===== src/rtl/tg_axi_pkg.sv =====
// Shared definitions for the TG AXI4-Lite register-file target: response codes,
// channel FSM states and the address-to-register-index mapping.
package tg_axi_pkg;

  localparam logic [1:0] RESP_OKAY   = 2'b00;
  localparam logic [1:0] RESP_SLVERR = 2'b10;

  typedef enum logic [1:0] {
    WIdle,
    WWait,
    WResp
  } w_state_e;

  typedef enum logic [1:0] {
    RIdle,
    RWait,
    RResp
  } r_state_e;

  // Word index relative to the base address; the caller range-checks the full result.
  function automatic logic [63:0] addr_to_index(input logic [63:0] addr,
                                                input logic [63:0] base,
                                                input int unsigned lsb);
    return (addr - base) >> lsb;
  endfunction

endpackage


===== src/rtl/tg_axi_regfile.sv =====
// Register array with one byte-strobed synchronous write port and one
// asynchronous read port; cleared by the asynchronous reset.
module tg_axi_regfile #(
  parameter int unsigned AXI_DATA_WIDTH = 32,
  parameter int unsigned NUM_REGS       = 16,
  localparam int unsigned StrbW         = AXI_DATA_WIDTH / 8,
  localparam int unsigned IdxW          = $clog2(NUM_REGS)
) (
  input  logic                      clk,
  input  logic                      rst_n,
  input  logic                      we,
  input  logic [IdxW-1:0]           widx,
  input  logic [AXI_DATA_WIDTH-1:0] wdata,
  input  logic [StrbW-1:0]          wstrb,
  input  logic [IdxW-1:0]           ridx,
  output logic [AXI_DATA_WIDTH-1:0] rdata
);

  logic [AXI_DATA_WIDTH-1:0] regs_q [NUM_REGS];

  always_ff @(posedge clk or negedge rst_n) begin
    if (!rst_n) begin
      for (int i = 0; i < int'(NUM_REGS); i++) begin
        regs_q[i] <= '0;
      end
    end else if (we) begin
      for (int b = 0; b < int'(StrbW); b++) begin
        if (wstrb[b]) begin
          regs_q[widx][8*b +: 8] <= wdata[8*b +: 8];
        end
      end
    end
  end

  // Combinational read sees the pre-write value when a write commits in the same cycle.
  assign rdata = regs_q[ridx];

endmodule


===== src/rtl/tg_axi_slave.sv =====
// AXI4-Lite register-file target: independent write (AW/W/B) and read (AR/R)
// FSMs, one outstanding transaction per direction, optional response wait states.
module tg_axi_slave
  import tg_axi_pkg::*;
#(
  parameter int unsigned     AXI_ADDR_WIDTH = 32,
  parameter int unsigned     AXI_DATA_WIDTH = 32,
  parameter int unsigned     NUM_REGS       = 16,
  parameter longint unsigned BASE_ADDR      = 0,
  parameter int unsigned     WAIT_CYCLES    = 0
) (
  input  logic                        s_axi_aclk,
  input  logic                        s_axi_aresetn,
  input  logic [AXI_ADDR_WIDTH-1:0]   s_axi_awaddr,
  input  logic                        s_axi_awvalid,
  output logic                        s_axi_awready,
  input  logic [AXI_DATA_WIDTH-1:0]   s_axi_wdata,
  input  logic [AXI_DATA_WIDTH/8-1:0] s_axi_wstrb,
  input  logic                        s_axi_wvalid,
  output logic                        s_axi_wready,
  output logic [1:0]                  s_axi_bresp,
  output logic                        s_axi_bvalid,
  input  logic                        s_axi_bready,
  input  logic [AXI_ADDR_WIDTH-1:0]   s_axi_araddr,
  input  logic                        s_axi_arvalid,
  output logic                        s_axi_arready,
  output logic [AXI_DATA_WIDTH-1:0]   s_axi_rdata,
  output logic [1:0]                  s_axi_rresp,
  output logic                        s_axi_rvalid,
  input  logic                        s_axi_rready
);

  localparam int unsigned StrbW    = AXI_DATA_WIDTH / 8;
  localparam int unsigned AddrLsb  = $clog2(StrbW);
  localparam int unsigned IdxW     = $clog2(NUM_REGS);
  localparam logic [7:0]  WaitInit = (WAIT_CYCLES > 0) ? 8'(WAIT_CYCLES - 1) : 8'd0;

  // ---------------------------------------------------------------- write side
  w_state_e                  w_state_q, w_state_d;
  logic                      aw_done_q, aw_done_d;
  logic                      w_done_q, w_done_d;
  logic [AXI_ADDR_WIDTH-1:0] awaddr_q, awaddr_d;
  logic [AXI_DATA_WIDTH-1:0] wdata_q, wdata_d;
  logic [StrbW-1:0]          wstrb_q, wstrb_d;
  logic [1:0]                bresp_q, bresp_d;
  logic [7:0]                wcnt_q, wcnt_d;
  logic                      awready_q, awready_d;
  logic                      wready_q, wready_d;

  logic                      aw_hs, w_hs, commit;
  logic [AXI_ADDR_WIDTH-1:0] aw_addr_eff;
  logic [AXI_DATA_WIDTH-1:0] w_data_eff;
  logic [StrbW-1:0]          w_strb_eff;
  logic [63:0]               w_idx_full;
  logic                      w_in_range;

  assign aw_hs = awready_q && s_axi_awvalid;
  assign w_hs  = wready_q && s_axi_wvalid;

  // Commit may use a beat arriving this cycle, so mux live inputs over captured ones.
  assign aw_addr_eff = aw_done_q ? awaddr_q : s_axi_awaddr;
  assign w_data_eff  = w_done_q ? wdata_q : s_axi_wdata;
  assign w_strb_eff  = w_done_q ? wstrb_q : s_axi_wstrb;

  assign w_idx_full = addr_to_index(64'(aw_addr_eff), BASE_ADDR, AddrLsb);
  assign w_in_range = (64'(aw_addr_eff) >= BASE_ADDR) && (w_idx_full < 64'(NUM_REGS));

  always_comb begin
    w_state_d = w_state_q;
    aw_done_d = aw_done_q;
    w_done_d  = w_done_q;
    awaddr_d  = awaddr_q;
    wdata_d   = wdata_q;
    wstrb_d   = wstrb_q;
    bresp_d   = bresp_q;
    wcnt_d    = wcnt_q;
    commit    = 1'b0;
    unique case (w_state_q)
      WIdle: begin
        if (aw_hs) begin
          aw_done_d = 1'b1;
          awaddr_d  = s_axi_awaddr;
        end
        if (w_hs) begin
          w_done_d = 1'b1;
          wdata_d  = s_axi_wdata;
          wstrb_d  = s_axi_wstrb;
        end
        if ((aw_done_q || aw_hs) && (w_done_q || w_hs)) begin
          commit    = 1'b1;
          aw_done_d = 1'b0;
          w_done_d  = 1'b0;
          bresp_d   = w_in_range ? RESP_OKAY : RESP_SLVERR;
          if (WAIT_CYCLES > 0) begin
            w_state_d = WWait;
            wcnt_d    = WaitInit;
          end else begin
            w_state_d = WResp;
          end
        end
      end
      WWait: begin
        if (wcnt_q == 8'd0) begin
          w_state_d = WResp;
        end else begin
          wcnt_d = wcnt_q - 8'd1;
        end
      end
      WResp: begin
        if (s_axi_bready) begin
          w_state_d = WIdle;
        end
      end
      default: w_state_d = WIdle;
    endcase
    awready_d = (w_state_d == WIdle) && !aw_done_d;
    wready_d  = (w_state_d == WIdle) && !w_done_d;
  end

  always_ff @(posedge s_axi_aclk or negedge s_axi_aresetn) begin
    if (!s_axi_aresetn) begin
      w_state_q <= WIdle;
      aw_done_q <= 1'b0;
      w_done_q  <= 1'b0;
      awaddr_q  <= '0;
      wdata_q   <= '0;
      wstrb_q   <= '0;
      bresp_q   <= RESP_OKAY;
      wcnt_q    <= '0;
      awready_q <= 1'b0;
      wready_q  <= 1'b0;
    end else begin
      w_state_q <= w_state_d;
      aw_done_q <= aw_done_d;
      w_done_q  <= w_done_d;
      awaddr_q  <= awaddr_d;
      wdata_q   <= wdata_d;
      wstrb_q   <= wstrb_d;
      bresp_q   <= bresp_d;
      wcnt_q    <= wcnt_d;
      awready_q <= awready_d;
      wready_q  <= wready_d;
    end
  end

  assign s_axi_awready = awready_q;
  assign s_axi_wready  = wready_q;
  assign s_axi_bvalid  = (w_state_q == WResp);
  assign s_axi_bresp   = bresp_q;

  // ----------------------------------------------------------------- read side
  r_state_e                  r_state_q, r_state_d;
  logic [AXI_DATA_WIDTH-1:0] rdata_q, rdata_d;
  logic [1:0]                rresp_q, rresp_d;
  logic [7:0]                rcnt_q, rcnt_d;
  logic                      arready_q, arready_d;

  logic                      ar_hs;
  logic [63:0]               r_idx_full;
  logic                      r_in_range;
  logic [AXI_DATA_WIDTH-1:0] rf_rdata;

  assign ar_hs      = arready_q && s_axi_arvalid;
  assign r_idx_full = addr_to_index(64'(s_axi_araddr), BASE_ADDR, AddrLsb);
  assign r_in_range = (64'(s_axi_araddr) >= BASE_ADDR) && (r_idx_full < 64'(NUM_REGS));

  always_comb begin
    r_state_d = r_state_q;
    rdata_d   = rdata_q;
    rresp_d   = rresp_q;
    rcnt_d    = rcnt_q;
    unique case (r_state_q)
      RIdle: begin
        if (ar_hs) begin
          rdata_d = r_in_range ? rf_rdata : '0;
          rresp_d = r_in_range ? RESP_OKAY : RESP_SLVERR;
          if (WAIT_CYCLES > 0) begin
            r_state_d = RWait;
            rcnt_d    = WaitInit;
          end else begin
            r_state_d = RResp;
          end
        end
      end
      RWait: begin
        if (rcnt_q == 8'd0) begin
          r_state_d = RResp;
        end else begin
          rcnt_d = rcnt_q - 8'd1;
        end
      end
      RResp: begin
        if (s_axi_rready) begin
          r_state_d = RIdle;
        end
      end
      default: r_state_d = RIdle;
    endcase
    arready_d = (r_state_d == RIdle);
  end

  always_ff @(posedge s_axi_aclk or negedge s_axi_aresetn) begin
    if (!s_axi_aresetn) begin
      r_state_q <= RIdle;
      rdata_q   <= '0;
      rresp_q   <= RESP_OKAY;
      rcnt_q    <= '0;
      arready_q <= 1'b0;
    end else begin
      r_state_q <= r_state_d;
      rdata_q   <= rdata_d;
      rresp_q   <= rresp_d;
      rcnt_q    <= rcnt_d;
      arready_q <= arready_d;
    end
  end

  assign s_axi_arready = arready_q;
  assign s_axi_rvalid  = (r_state_q == RResp);
  assign s_axi_rdata   = rdata_q;
  assign s_axi_rresp   = rresp_q;

  // ------------------------------------------------------------- register file
  tg_axi_regfile #(
    .AXI_DATA_WIDTH (AXI_DATA_WIDTH),
    .NUM_REGS       (NUM_REGS)
  ) u_regfile (
    .clk   (s_axi_aclk),
    .rst_n (s_axi_aresetn),
    .we    (commit && w_in_range),
    .widx  (w_idx_full[IdxW-1:0]),
    .wdata (w_data_eff),
    .wstrb (w_strb_eff),
    .ridx  (r_idx_full[IdxW-1:0]),
    .rdata (rf_rdata)
  );

endmodule


===== config.mk =====
export PLATFORM = sky130hd
export DESIGN_NAME = tg_axi_slave
export DESIGN_NICKNAME = d
export VERILOG_FILES = /design/src/rtl/tg_axi_pkg.sv /design/src/rtl/tg_axi_regfile.sv /design/src/rtl/tg_axi_slave.sv
export SDC_FILE = /design/constraint.sdc
export NUM_CORES = 1
export LEC_CHECK = 0
export BUFFER_PORTS_ARGS = -buffer_cell sky130_fd_sc_hd__buf_2
export CAP_MARGIN = 20
export CORE_AREA = 2 2 255 257
export CTS_CLUSTER_DIAMETER = 120
export DETAILED_ROUTE_END_ITERATION = 10
export DIE_AREA = 0 0 257 259
export PLACE_DENSITY = 0.61
export SYNTH_ARGS = -nofsm -noshare
export SYNTH_HDL_FRONTEND = slang
export SYNTH_SLANG_ARGS = --single-unit

===== constraint.sdc =====
create_clock -name s_axi_aclk -period 5.25 [get_ports s_axi_aclk]
set_input_delay 1.05 -clock s_axi_aclk [delete_from_list [all_inputs] [get_ports s_axi_aclk]]
set_output_delay 1.05 -clock s_axi_aclk [all_outputs]
set_load 0.05 [all_outputs]

Yosys cells after proc, flatten, opt, wreduce, memory -nomap -nowiden
Index checks and enable logic that the tools add are counted. Widths: inputs -> output; s select.

Add/subtract/negate cells: 2. $lt $le $gt $ge: 5. Equal/unequal tests: 4. Multiplexer cells: 44. Bitwise gates (word level): 4. Reductions and logical operators: 24.

Operator list (count): $mux 512 (7); $bwmux 512 (4); $demux 32 s4 (4); $mux 32 (6); $bmux 32 s4 (1); $lt 30x5->1 const B (2); $mux 24 (1); $logic_not 8->1 (2); $mux 16 (1); $mux 2 (8); $sub 8x1->8 const B (2); $pmux 2 s3 (2); $reduce_and 2->1 (6); $ge 5x5->1 const B (2); $not 4->5 (2); $logic_and 1x1->1 (8); $logic_not 2->1 (4); $mux 1 (8); $mux 8 (1); $lt 5x1->1 const B (1); $eq 2x1->1 const B (2); $eq 2x2->1 const B (2); $mux 4 (1); $logic_not 1->1 (2); 2 further kinds (4).

Register bits after elaboration: 641.

Depth between registers and ports, before layout
Gate-level depths: netlist of the first run.

Depth in word-level cells: 17. Depth in mapped cells: 8. Mapped depth without buffers: 8.

Modules after synthesis
Synthesis of the first run repeated with hierarchy kept, for this count alone.

Cells, all modules: 1841. Area, all modules: 28758.8 um^2.

By module, submodules not included: tg_axi_regfile (times used 1, cells each 1437, area each 23247.3 um^2, sequential area each 12812.3 um^2); tg_axi_slave (times used 1, cells each 404, area each 5511.5 um^2, sequential area each 3128.0 um^2).

Worst setup path after synthesis of the first run
No wires, ideal clock.

Path type: input port to flip-flop. Start point: input s_axi_araddr[2]. End point: register rdata_q[11], in the netlist s_axi_rdata[11]. Setup time: 0.121 ns. Arrival time: 3.026 ns. Required time: 5.129 ns. Slack: 2.103 ns. Stages: 6. Cells stage by stage: clkbuf_1 > buf_1 > mux4_2 > a22oi_1 > nand2_1 > a22o_1.

Word-level cells in the longest chain between the ends: 5. Elaborated cells on any way between the ends: 6.

RTL lines: from (decl) (line tg_axi_slave.sv:24) `input logic [AXI_ADDR_WIDTH-1:0] s_axi_araddr,`; branches (longest 4 deep; another with $lt 30x5->1); $mux 32 (*) (line tg_axi_slave.sv:175) `rdata_d = r_in_range ? rf_rdata : '0;`; to (signal assigned) (line tg_axi_slave.sv:211) `rdata_q <= rdata_d;`; to (decl) (line tg_axi_slave.sv:153) `logic [AXI_DATA_WIDTH-1:0] rdata_q, rdata_d;`.

Mark *: on every way between the ends. The select of a mux whose other input is x is not followed. A chain may end at the register's enable or synchronous reset.

Worst setup path after layout of the first run
Start point: register aw_done_q. End point: register u_regfile.regs_q[367] in the netlist's numbering.

Word-level cells in the longest chain between the ends: 14. Elaborated cells on any way between the ends: 27.

RTL lines: from (decl) (line tg_axi_slave.sv:40) `logic aw_done_q, aw_done_d;`; from (signal assigned) (line tg_axi_slave.sv:134) `aw_done_q <= aw_done_d;`; $mux 32 (line tg_axi_slave.sv:61) `assign aw_addr_eff = aw_done_q ? awaddr_q : s_axi_awaddr;`; $not 4->5 (not written as such) (line tg_axi_regfile.sv:29) `regs_q[widx][8*b +: 8] <= wdata[8*b +: 8];`; $ge 5x5->1 (not written as such) (tied with other cells) (line tg_axi_regfile.sv:29); $logic_and 1x1->1 (not written as such) / $bwmux 512 (equally long branches) (line tg_axi_regfile.sv:29); $mux 16 (not written as such) / $mux 512 (equally long branches) (line tg_axi_regfile.sv:29, tg_axi_regfile.sv:28); $demux 32 s4 / $mux 512 (equally long branches) (line tg_axi_regfile.sv:29, tg_axi_regfile.sv:26); $bwmux 512 (line tg_axi_regfile.sv:29); $mux 512 (line tg_axi_regfile.sv:28) `if (wstrb[b]) begin`; $mux 512 (line tg_axi_regfile.sv:26) `end else if (we) begin`; $bwmux 512 (line tg_axi_regfile.sv:29); $mux 512 (line tg_axi_regfile.sv:28); $mux 512 (line tg_axi_regfile.sv:26); $bwmux 512 (line tg_axi_regfile.sv:29); $mux 512 (line tg_axi_regfile.sv:28); to (signal, indexed assignment) (line tg_axi_regfile.sv:29); to (decl) (line tg_axi_regfile.sv:19) `logic [AXI_DATA_WIDTH-1:0] regs_q [NUM_REGS];`.

Several ways; a longest one is shown, not always the timed one. The select of a mux whose other input is x is not followed.

==> results of run 1 <==
[cells in the mapped netlist (3+ instances only)]
master / instances / area (um2)
mux2_2: 608 / 6850
a22oi_1: 65 / 488
mux4_2: 128 / 2880
xnor2_1: 11 / 96.3
a22o_1: 33 / 289
nor4_1: 17 / 106
dfrtp_1: 637 / 15900
a211oi_2: 4 / 50.1
o21ai_0: 7 / 35.0
nor2_1: 19 / 71.3
nor3_1: 9 / 45.0
clkbuf_1: 84 / 315
nand2_2: 24 / 150
mux2i_1: 4 / 40.0
nor2b_1: 5 / 31.3
nand4_1: 3 / 18.8
o32a_1: 4 / 40.0
buf_2: 8 / 40.0
nand2_1: 84 / 315
buf_1: 13 / 48.8
xor2_1: 3 / 26.3
a21oi_1: 5 / 25.0
inv_1: 13 / 48.8
ha_1: 4 / 50.1
or4_1: 3 / 22.5
nand3_1: 8 / 40.0
a2111oi_2: 13 / 195
[cells in the final DEF, fill, tap and decap left out, drive strengths merged, types with 2 or more instances in the layout]
cell | synthesis | routed
or4 | 3 | 3
xnor2 | 11 | 11
nor2 | 19 | 19
a21boi | 2 | 2
nor4 | 17 | 17
a21oi | 5 | 5
xor2 | 3 | 3
nor3 | 9 | 9
ha | 4 | 4
mux4 | 128 | 128
and3 | 2 | 2
clkbuf | 85 | 110
o21ai | 7 | 7
a22oi | 65 | 65
dfrtp | 637 | 637
clkinv | 0 | 7
o22ai | 2 | 2
nand2 | 108 | 108
nor3b | 2 | 2
nand3 | 8 | 8
a31oi | 2 | 2
a22o | 33 | 33
conb | 1 | 2
or3 | 2 | 2
mux2i | 4 | 4
o32a | 4 | 4
bufinv | 0 | 4
diode | 0 | 2
mux2 | 608 | 608
buf | 23 | 184
nor2b | 5 | 5
a32oi | 2 | 2
nand4 | 5 | 5
a211oi | 5 | 5
inv | 13 | 17
a2111oi | 16 | 16
and3b | 2 | 2
nor4b | 2 | 2
[stage by stage]
stage | area, um2 | hold WS (ns) | power (W)
detailed placement | 30300 | 0.461 | 0.00716
CTS | 32700 | 0.474 | 0.0122
floorplan | 28500 | 0.433 | 0.00655
global route | 32700 | 0.491 | 0.0126
finish | 32700 | 0.459 | 0.0121
global placement | 30300 | 0.450 | 0.00707
[final cells by class]
cell class              count  area [um2]  area share (%)
flip-flops and latches    637       15900            48.7
multi-input cells        1090       12100            37.1
clock buffers             108        2190            6.69
repair buffers            186        1150            3.53
well taps                 855        1070            3.27
clock inverters            15         190           0.581
inverters                  13        48.8           0.149
diodes                      2        5.00          0.0153
[worst paths after layout]
| kind | from | endpoint | slack [ns] |
|---|---|---|---|
| setup / recovery | aw_done_q$_DFF_PN0_ | u_regfile.regs_q[367]$_DFFE_PN0P_ | 1.13 |
| hold / removal | s_axi_aresetn | s_axi_arready$_DFF_PN0_ | 0.46 |
| setup reg to reg | aw_done_q$_DFF_PN0_ | u_regfile.regs_q[367]$_DFFE_PN0P_ | 1.13 |
| hold reg to reg | rcnt_q[4]$_DFFE_PN0P_ | rcnt_q[4]$_DFFE_PN0P_ | 0.47 |
| max in group asynchronous | s_axi_aresetn | u_regfile.regs_q[427]$_DFFE_PN0P_ | 3.55 |
| min in group s_axi_aclk | rcnt_q[4]$_DFFE_PN0P_ | rcnt_q[4]$_DFFE_PN0P_ | 0.47 |
[kinds of logic (layout without fill, tap and decap cells)]
logic type                 after synthesis  count (layout)  share of synthesized area, %
AOI/OAI and AO/OA                      144             144                          4.30
xor gates and xnor gates                14              14                         0.430
adders and majority gates                4               4                         0.176
buffers and inverters                  121             322                          1.66
DFF                                    637             637                          55.9
muxes                                  740             740                          34.3
other                                    1               4                        0.0132
and+or+nand+nor                        186             186                          3.23
[power by group]
part / internal [W] / switching, W / total (W) / leakage (nW)
sequential: 0.00520 / 0.000175 / 0.00538 / 8.74
clock: 0.00306 / 0.00196 / 0.00502 / 1.18
combinational: 0.000570 / 0.00108 / 0.00165 / 5.97
total: 0.00883 / 0.00322 / 0.0121 / 15.9
[critical path, delay by kind of cell, from the launching register on]
kind	cells	cell delay [ns]
and+or+nand+nor	3	1.60
AOI/OAI and AO/OA	1	1.10
muxes	1	0.45
DFF	1	0.82
[state kept, by name, summed over array words and instances, names as in the netlist]
signal,count
s_axi_rresp,1
wcnt_q,8
s_axi_bresp,1
wdata_q,32
rcnt_q,8
s_axi_arready,1
s_axi_rdata,32
w_done_q,1
u_regfile.regs_q,512
aw_done_q,1
r_state_q,2
wstrb_q,4
s_axi_awready,1
awaddr_q,30
w_state_q,2
s_axi_wready,1
[per-layer routing]
metal  up-vias  global-route usage (%)
met5         -                       0
met3        93                    3.63
li1       7305                       -
met4         0                    5.39
met2       334                    34.7
met1      8966                    28.9
==> results.py, run 1 <==
metrics = {
    "clock_network": {
        "post-cts-setup-buffers": 0,
        "cts-htree-levels": 3,
        "cts_tree": "yes",
        "cts.reportedPaths.clkPinSlew_ns": 0.06,
        "holdBufCountCts": 0,
        "clkSinkCount": 637,
        "cts_buffers": 70,
        "cts_buffer_depth": 3,
        "ctsResizeCount": 0,
        "clk_latency_ns": 0.61,
        "root_buffer": "clkbuf_16",
    },
    "worst_hold_path": {
        "hold_path_class": "input pin to asynchronous set/reset pin",
    },
    "final_layout": {
        "fin_nets": 2109,
        "area_growth_syn_to_layout_pct": 14.8,
        "drive_above_1_share_pct": 52.9,
        "post-route-util_pct": 51.2,
        "fillers": 5316,
        "fin_cells": 2906,
    },
    "place": {
        "gp_congestion": 0.772,
        "port-buffer-count": 141,
        "dp_hpwl_um": 42900,
        "dpl_worst_slack_ns": 1.06,
        "placed_cells": 2779,
    },
    "global_route": {
        "antenna_found_initial": 2,
        "overflow": 0,
        "grt_pass1_wl_um": 108000,
        "grt_max_degree": 115,
        "grt_usage_pct": 21.0,
        "grt_pass1_vias": 18200,
    },
    "route": {
        "drt-vias-per-instance": 5.75,
        "routedWlPerCell_um": 23.3,
        "dr_wl_met3_um": 2780,
        "drc_errors": 0,
        "wl_met2_um": 33300,
        "wl_met1_um": 30100,
        "drt_iter0_drc": 990,
        "drt-pass1-iter-count": 5,
        "drtAntennaViolNets": 0,
        "via_count": 16700,
        "wl_um": 67600,
        "dr.max_layer_used": "met4",
    },
    "timing": {
        "hold_violations": 0,
        "tightest_slew_ns": 1.08,
        "fmax_mhz": 243,
        "rsz0062_at_grt": "no",
        "worst_slack_ns": 1.13,
        "setup_tns_ns": 0,
        "timing.final.crit_share_pct": 78.4,
        "slew_headroom_pct": 28.0,
        "fin_crit_ns": 4.12,
        "setup_violations": 0,
        "drv_slew": 0,
        "fin_skew_ns": 0.0197,
    },
    "worst_setup_path": {
        "cp_slowest_cell": "a2111oi_2",
        "critPathMaxStageDelay_ns": 1.10,
        "critPathKind": "flip-flop to flip-flop",
        "cp_max_fo": 25,
        "reg2reg_depth": 5,
        "required_ns": 5.73,
        "startpoint_type": "flip-flop",
        "crit_path_end_kind": "flip-flop",
        "worstPathArrival_ns": 4.60,
        "path_cells": "nor4b_2 -> nand4_2 -> a2111oi_2 -> nand2_1 -> mux2_2",
    },
    "synth": {
        "synth-main-ff-cell": "dfrtp_1",
        "synth_cell_types": 47,
        "avgSynthCellArea_um2": 15.4,
        "synth-edff-count": 0,
        "async_flop_share_pct": 100,
        "ys_seq_elements": 637,
        "ys_seq_area_share_pct": 55.9,
        "netlist_area_um2": 28500,
        "synthesis.instances": 1847,
        "yosysWarnings": 0,
    },
    "power_and_ir_drop": {
        "p_leak_nw": 15.9,
        "powerDensity_nw_per_um2": 368,
        "ir_drop_mv": 0.294,
    },
    "die": {
        "die_x_um": 257,
        "fp-row-count": 93,
        "dieArea_um2": 66600,
        "die_h_um": 259,
        "coreArea_um2": 63900,
        "ios": 148,
        "start_util_pct": 44.6,
    },
    "run_status": {
        "outcome": "finished, final reports clean",
    },
    "flow_run": {
        "maxCapViolCount": 0,
    },
}
(Power assumes the default switching activity.)
==> run 2: changes to the inputs <==
==> constraint.sdc (replaced) <==
create_clock -name s_axi_aclk -period 4.2 [get_ports s_axi_aclk]
set_input_delay 0.84 -clock s_axi_aclk [delete_from_list [all_inputs] [get_ports s_axi_aclk]]
set_output_delay 0.84 -clock s_axi_aclk [all_outputs]
set_load 0.05 [all_outputs]
==> run 2 against run 1 <==
Die area unchanged. Design area unchanged. Routed wire length decreased by 1.6%. Final cell count increased by 0.55%. Combinational power increased by 24%. Sequential power increased by 25%. Sequential share of layout area unchanged. Global-route usage decreased by 0.60 points. Sequential cell count unchanged. First-iteration DRC count decreased by 13%. Critical endpoint is now u_regfile.regs_q[328]$_DFFE_PN0P_. Largest cell class unchanged.
==> results.py, run 2 (synthesis gave the netlist of run 1 again) <==
metrics = {
    "final_layout": {
        "regMostFlops": "u_regfile.regs_q",
        "largest_reg_flops": 512,
        "drive_above_1_share_pct": 52.6,
        "fillers": 5349,
        "fin_nets": 2121,
        "fin_cells": 2922,
        "final_cell_mix": "dfrtp_1 (636), mux2_2 (608), buf_2 (138), mux4_2 (128), nand2_1 (84)",
        "final_common_cell": "dfrtp_1",
        "area_growth_syn_to_layout_pct": 14.8,
    },
    "die": {
        "ios": 148,
        "die_h_um": 259,
        "start_util_pct": 44.6,
        "die_x_um": 257,
        "dieArea_um2": 66600,
        "fp-row-count": 93,
        "coreArea_um2": 63900,
    },
    "timing": {
        "setup_tns_ns": 0,
        "rsz0062_at_grt": "no",
        "setup_violations": 0,
        "drv_slew": 0,
        "fmax_mhz": 280,
        "hold_violations": 0,
        "finalHoldWorstSlack_ns": 0.272,
        "fin_crit_ns": 3.57,
        "tightest_slew_ns": 0.945,
        "worst_slack_ns": 0.631,
        "fin_skew_ns": 0.0211,
        "slew_headroom_pct": 36.9,
        "timing.final.crit_share_pct": 85.0,
    },
    "clock_network": {
        "ctsResizeCount": 0,
        "cts-htree-levels": 3,
        "cts_tree": "yes",
        "holdBufCountCts": 0,
        "cts.reportedPaths.clkPinSlew_ns": 0.06,
        "cts_buffer_depth": 3,
        "post-cts-setup-buffers": 0,
        "cts_buffers": 69,
        "clkSinkCount": 637,
        "root_buffer": "clkbuf_16",
        "clk_latency_ns": 0.60,
    },
    "global_route": {
        "antenna_found_initial": 2,
        "grt_usage_pct": 20.4,
        "grt_max_degree": 104,
        "grt_pass1_vias": 17700,
        "overflow": 0,
        "grt_pass1_wl_um": 105000,
    },
    "place": {
        "placed_cells": 2794,
        "gp_congestion": 0.789,
        "dp_hpwl_um": 43600,
        "port-buffer-count": 141,
        "dpl_worst_slack_ns": 0.316,
    },
    "worst_setup_path": {
        "path_cells": "nor4_1 -> nand4_2 -> a2111oi_2 -> nand2_1 -> mux2_2",
        "crit_path_end_kind": "flip-flop",
        "cp_num_buf_inv": 0,
        "worstPathArrival_ns": 4.05,
        "cp_slowest_cell": "a2111oi_2",
        "crit_family": "simple AND/OR/NAND/NOR gates",
        "cp_max_fo": 13,
        "critPathKind": "flip-flop to flip-flop",
        "startpoint_type": "flip-flop",
        "required_ns": 4.68,
        "reg2reg_depth": 5,
        "crit_cells": 5,
        "critPathMaxStageDelay_ns": 1.02,
    },
    "route": {
        "via_count": 16600,
        "drt-vias-per-instance": 5.68,
        "drtAntennaViolNets": 0,
        "drc_errors": 0,
        "drt_iter0_drc": 862,
        "wl_um": 66500,
        "routedWlPerCell_um": 22.8,
        "drt-pass1-iter-count": 4,
    },
    "flow_run": {
        "maxCapViolCount": 0,
    },
    "power_and_ir_drop": {
        "powerDensity_nw_per_um2": 452,
        "p_leak_nw": 15.9,
        "ir_drop_mv": 0.341,
    },
    "worst_hold_path": {
        "hold_path_class": "input pin to asynchronous set/reset pin",
    },
    "run_status": {
        "outcome": "finished, final reports clean",
    },
}
## run 2: power by group
group	switching, W	internal (W)	total (W)
clock	0.00243	0.00358	0.00602
combinational	0.00132	0.000723	0.00204
sequential	0.000233	0.00651	0.00674
## run 2: area by class of cell
class	count	area (um2)	area share, %
inverters	13	48.8	0.149
diodes	2	5.00	0.0153
well taps	855	1070	3.27
clock inverters	17	186	0.570
clock buffers	109	2070	6.33
flip-flops and latches	637	15900	48.7
multi-input cells	1090	12100	37.1
repair buffers	199	1270	3.90
## run 2: through the flow
step	total power (W)	instance area (um2)	util [%]
2_1_floorplan	0.00819	28500	-
5_1_grt	0.0155	32700	51.2
3_5_place_dp	0.00893	30500	47.7
6_report	0.0148	32700	51.2
3_3_place_gp	0.00883	30500	47.7
4_1_cts	0.0150	32700	51.2
## run 2: final timing paths
check	startpoint	to	slack [ns]
max	awaddr_q[19]$_DFFE_PN0P_	u_regfile.regs_q[328]$_DFFE_PN0P_	0.63
min	s_axi_aresetn	r_state_q[0]$_DFF_PN0_	0.27
max reg2reg	awaddr_q[19]$_DFFE_PN0P_	u_regfile.regs_q[328]$_DFFE_PN0P_	0.63
min reg2reg	rcnt_q[4]$_DFFE_PN0P_	rcnt_q[4]$_DFFE_PN0P_	0.47
max in group asynchronous	s_axi_aresetn	u_regfile.regs_q[177]$_DFFE_PN0P_	2.73
min in group s_axi_aclk	rcnt_q[4]$_DFFE_PN0P_	rcnt_q[4]$_DFFE_PN0P_	0.47
## run 2: per-layer routing
layer	up-vias	wire (um)	global-route usage [%]
li1	7325	-	-
met1	8875	30000	28.3
met2	296	32600	33.5
met3	88	2440	3.26
met4	0	1470	5.65
met5	-	0	0
==> run 3: changes to the inputs <==
==> constraint.sdc (replaced) <==
create_clock -name s_axi_aclk -period 3.45 [get_ports s_axi_aclk]
set_input_delay 0.69 -clock s_axi_aclk [delete_from_list [all_inputs] [get_ports s_axi_aclk]]
set_output_delay 0.69 -clock s_axi_aclk [all_outputs]
set_load 0.05 [all_outputs]
==> run 3 against run 2 <==
Critical path depth increased by 2. Sequential cell count unchanged. Die area unchanged. Design area increased by 0.55%. Core utilization increased by 0.28 points. Largest cell class unchanged. Critical path type unchanged.
==> results.py, run 3 (synthesis gave the netlist of run 1 again) <==
metrics = {
    "run_status": {
        "outcome": "finished, final reports clean",
    },
    "final_layout": {
        "final_common_cell": "dfrtp_1",
        "multiInputGateArea_um2": 12100,
        "regMostFlops": "u_regfile.regs_q",
        "final_cell_mix": "dfrtp_1 (636), mux2_2 (608), buf_2 (138), mux4_2 (128), nand2_1 (84)",
        "fin_nets": 2130,
        "area_growth_syn_to_layout_pct": 15.4,
        "seqCellArea_um2": 15900,
        "fillers": 5274,
        "drive_above_1_share_pct": 53.2,
        "largest_reg_flops": 512,
    },
    "place": {
        "gp_congestion": 0.803,
        "port-buffer-count": 141,
        "dp_hpwl_um": 43800,
        "dpl_worst_slack_ns": 0.120,
    },
    "route": {
        "via_count": 16800,
        "wl_um": 67400,
        "drt-pass1-iter-count": 5,
        "drtAntennaViolNets": 0,
        "drt_iter0_drc": 1074,
        "drc_errors": 0,
        "drt-vias-per-instance": 5.73,
        "routedWlPerCell_um": 23.0,
    },
    "timing": {
        "setup_tns_ns": 0,
        "setup_violations": 0,
        "drv_slew": 0,
        "fin_skew_ns": 0.0225,
        "hold_violations": 0,
        "fin_crit_ns": 3.15,
        "tightest_slew_ns": 0.832,
        "worst_slack_ns": 0.303,
        "slew_headroom_pct": 44.6,
        "rsz0062_at_grt": "no",
        "timing.final.crit_share_pct": 91.2,
        "fmax_mhz": 318,
    },
    "clock_network": {
        "holdBufCountCts": 0,
        "clk_latency_ns": 0.60,
        "root_buffer": "clkbuf_16",
        "cts_buffers": 71,
        "post-cts-setup-buffers": 0,
        "clkSinkCount": 637,
        "ctsResizeCount": 0,
        "cts.reportedPaths.clkPinSlew_ns": 0.06,
        "cts_tree": "yes",
        "cts_buffer_depth": 3,
        "cts-htree-levels": 3,
    },
    "die": {
        "die_x_um": 257,
        "dieArea_um2": 66600,
        "ios": 148,
        "fp-row-count": 93,
        "die_h_um": 259,
        "start_util_pct": 44.6,
        "coreArea_um2": 63900,
    },
    "global_route": {
        "overflow": 0,
        "grt_pass1_wl_um": 108000,
        "grt_usage_pct": 20.9,
        "grt_max_degree": 107,
        "antenna_found_initial": 3,
        "grt_pass1_vias": 18200,
    },
    "worst_setup_path": {
        "worstPathArrival_ns": 3.61,
        "cp_max_fo": 10,
        "required_ns": 3.91,
        "crit_path_end_kind": "flip-flop",
        "crit_top_cell": "buf_4",
        "path_cells": "nor4_1 -> nand4_2 -> buf_4 -> a2111oi_1 -> buf_4 -> nand2_1 -> mux2_2",
        "startpoint_type": "flip-flop",
        "critPathMaxStageDelay_ns": 0.44,
        "critPathKind": "flip-flop to flip-flop",
        "cp_slowest_cell": "nand4_2",
    },
    "power_and_ir_drop": {
        "p_leak_nw": 16.0,
        "powerDensity_nw_per_um2": 557,
        "ir_drop_mv": 0.326,
    },
    "worst_hold_path": {
        "hold_path_class": "input pin to asynchronous set/reset pin",
    },
    "flow_run": {
        "maxCapViolCount": 0,
    },
}
==> run 3: area by class of cell <==
type                            count  share of cell area (%)
Sequential cell                   637                    48.4
Antenna cell                        2                  0.0152
Multi-Input combinational cell   1090                    36.9
Clock inverter                     15                   0.734
Clock buffer                      106                    6.44
Timing Repair Buffer              206                    4.11
Inverter                           13                   0.148
Tap cell                          855                    3.25
==> run 3: routing by layer <==
layer | up-vias | wire length [um] | global-route usage (%)
met5 | - | 0 | 0
met4 | 0 | 1480 | 5.31
met3 | 101 | 2700 | 3.30
met2 | 340 | 33500 | 35.1
met1 | 9000 | 29700 | 28.5
li1 | 7310 | - | -
==> run 3: through the flow <==
step | instances | utilization, % | cell area (um2) | hold WS [ns] | total power, W
after detailed placement | 2801 | 47.8 | 30500 | 0.457 | 0.0109
after global routing | 2924 | 51.5 | 32900 | 0.0617 | 0.0192
after global placement | 2801 | 47.8 | 30500 | 0.451 | 0.0108
after floorplan | 1848 | - | 28500 | 0.394 | 0.00997
final | 2924 | 51.5 | 32900 | 0.0494 | 0.0183
after CTS | 2922 | 51.5 | 32900 | 0.0422 | 0.0186
==> run 3: final timing paths <==
| path | slack (ns) | end | from | cells past startpoint |
|---|---|---|---|---|
| min in group s_axi_aclk | 0.34 | wdata_q[23]$_DFFE_PN0P_ | s_axi_wdata[23] | 2 |
| worst min register to register | 0.46 | rcnt_q[7]$_DFFE_PN0P_ | rcnt_q[7]$_DFFE_PN0P_ | 1 |
| worst min-delay path | 0.05 | r_state_q[1]$_DFF_PN0_ | s_axi_aresetn | 1 |
| worst max-delay path | 0.30 | u_regfile.regs_q[54]$_DFFE_PN0P_ | awaddr_q[19]$_DFFE_PN0P_ | 7 |
| worst max register to register | 0.30 | u_regfile.regs_q[54]$_DFFE_PN0P_ | awaddr_q[19]$_DFFE_PN0P_ | 7 |
| max in group asynchronous | 2.41 | u_regfile.regs_q[66]$_DFFE_PN0P_ | s_axi_aresetn | 2 |
==> run 3: worst max-delay path, delay by kind of cell (launching register included) <==
kind / cells / cell delay (ns)
AOI/OAI and AO/OA: 1 / 0.44
buffers and inverters: 2 / 0.57
DFF: 1 / 0.38
muxes: 1 / 0.41
and+or+nand+nor: 3 / 1.21
==> run 3: power breakdown <==
group / leakage [nW] / internal (W) / total [W] / switching (W)
registers: 8.74 / 0.00792 / 0.00817 / 0.000252
clock network: 1.16 / 0.00467 / 0.00763 / 0.00295
logic: 6.09 / 0.000884 / 0.00254 / 0.00166
total: 16.0 / 0.0135 / 0.0183 / 0.00486
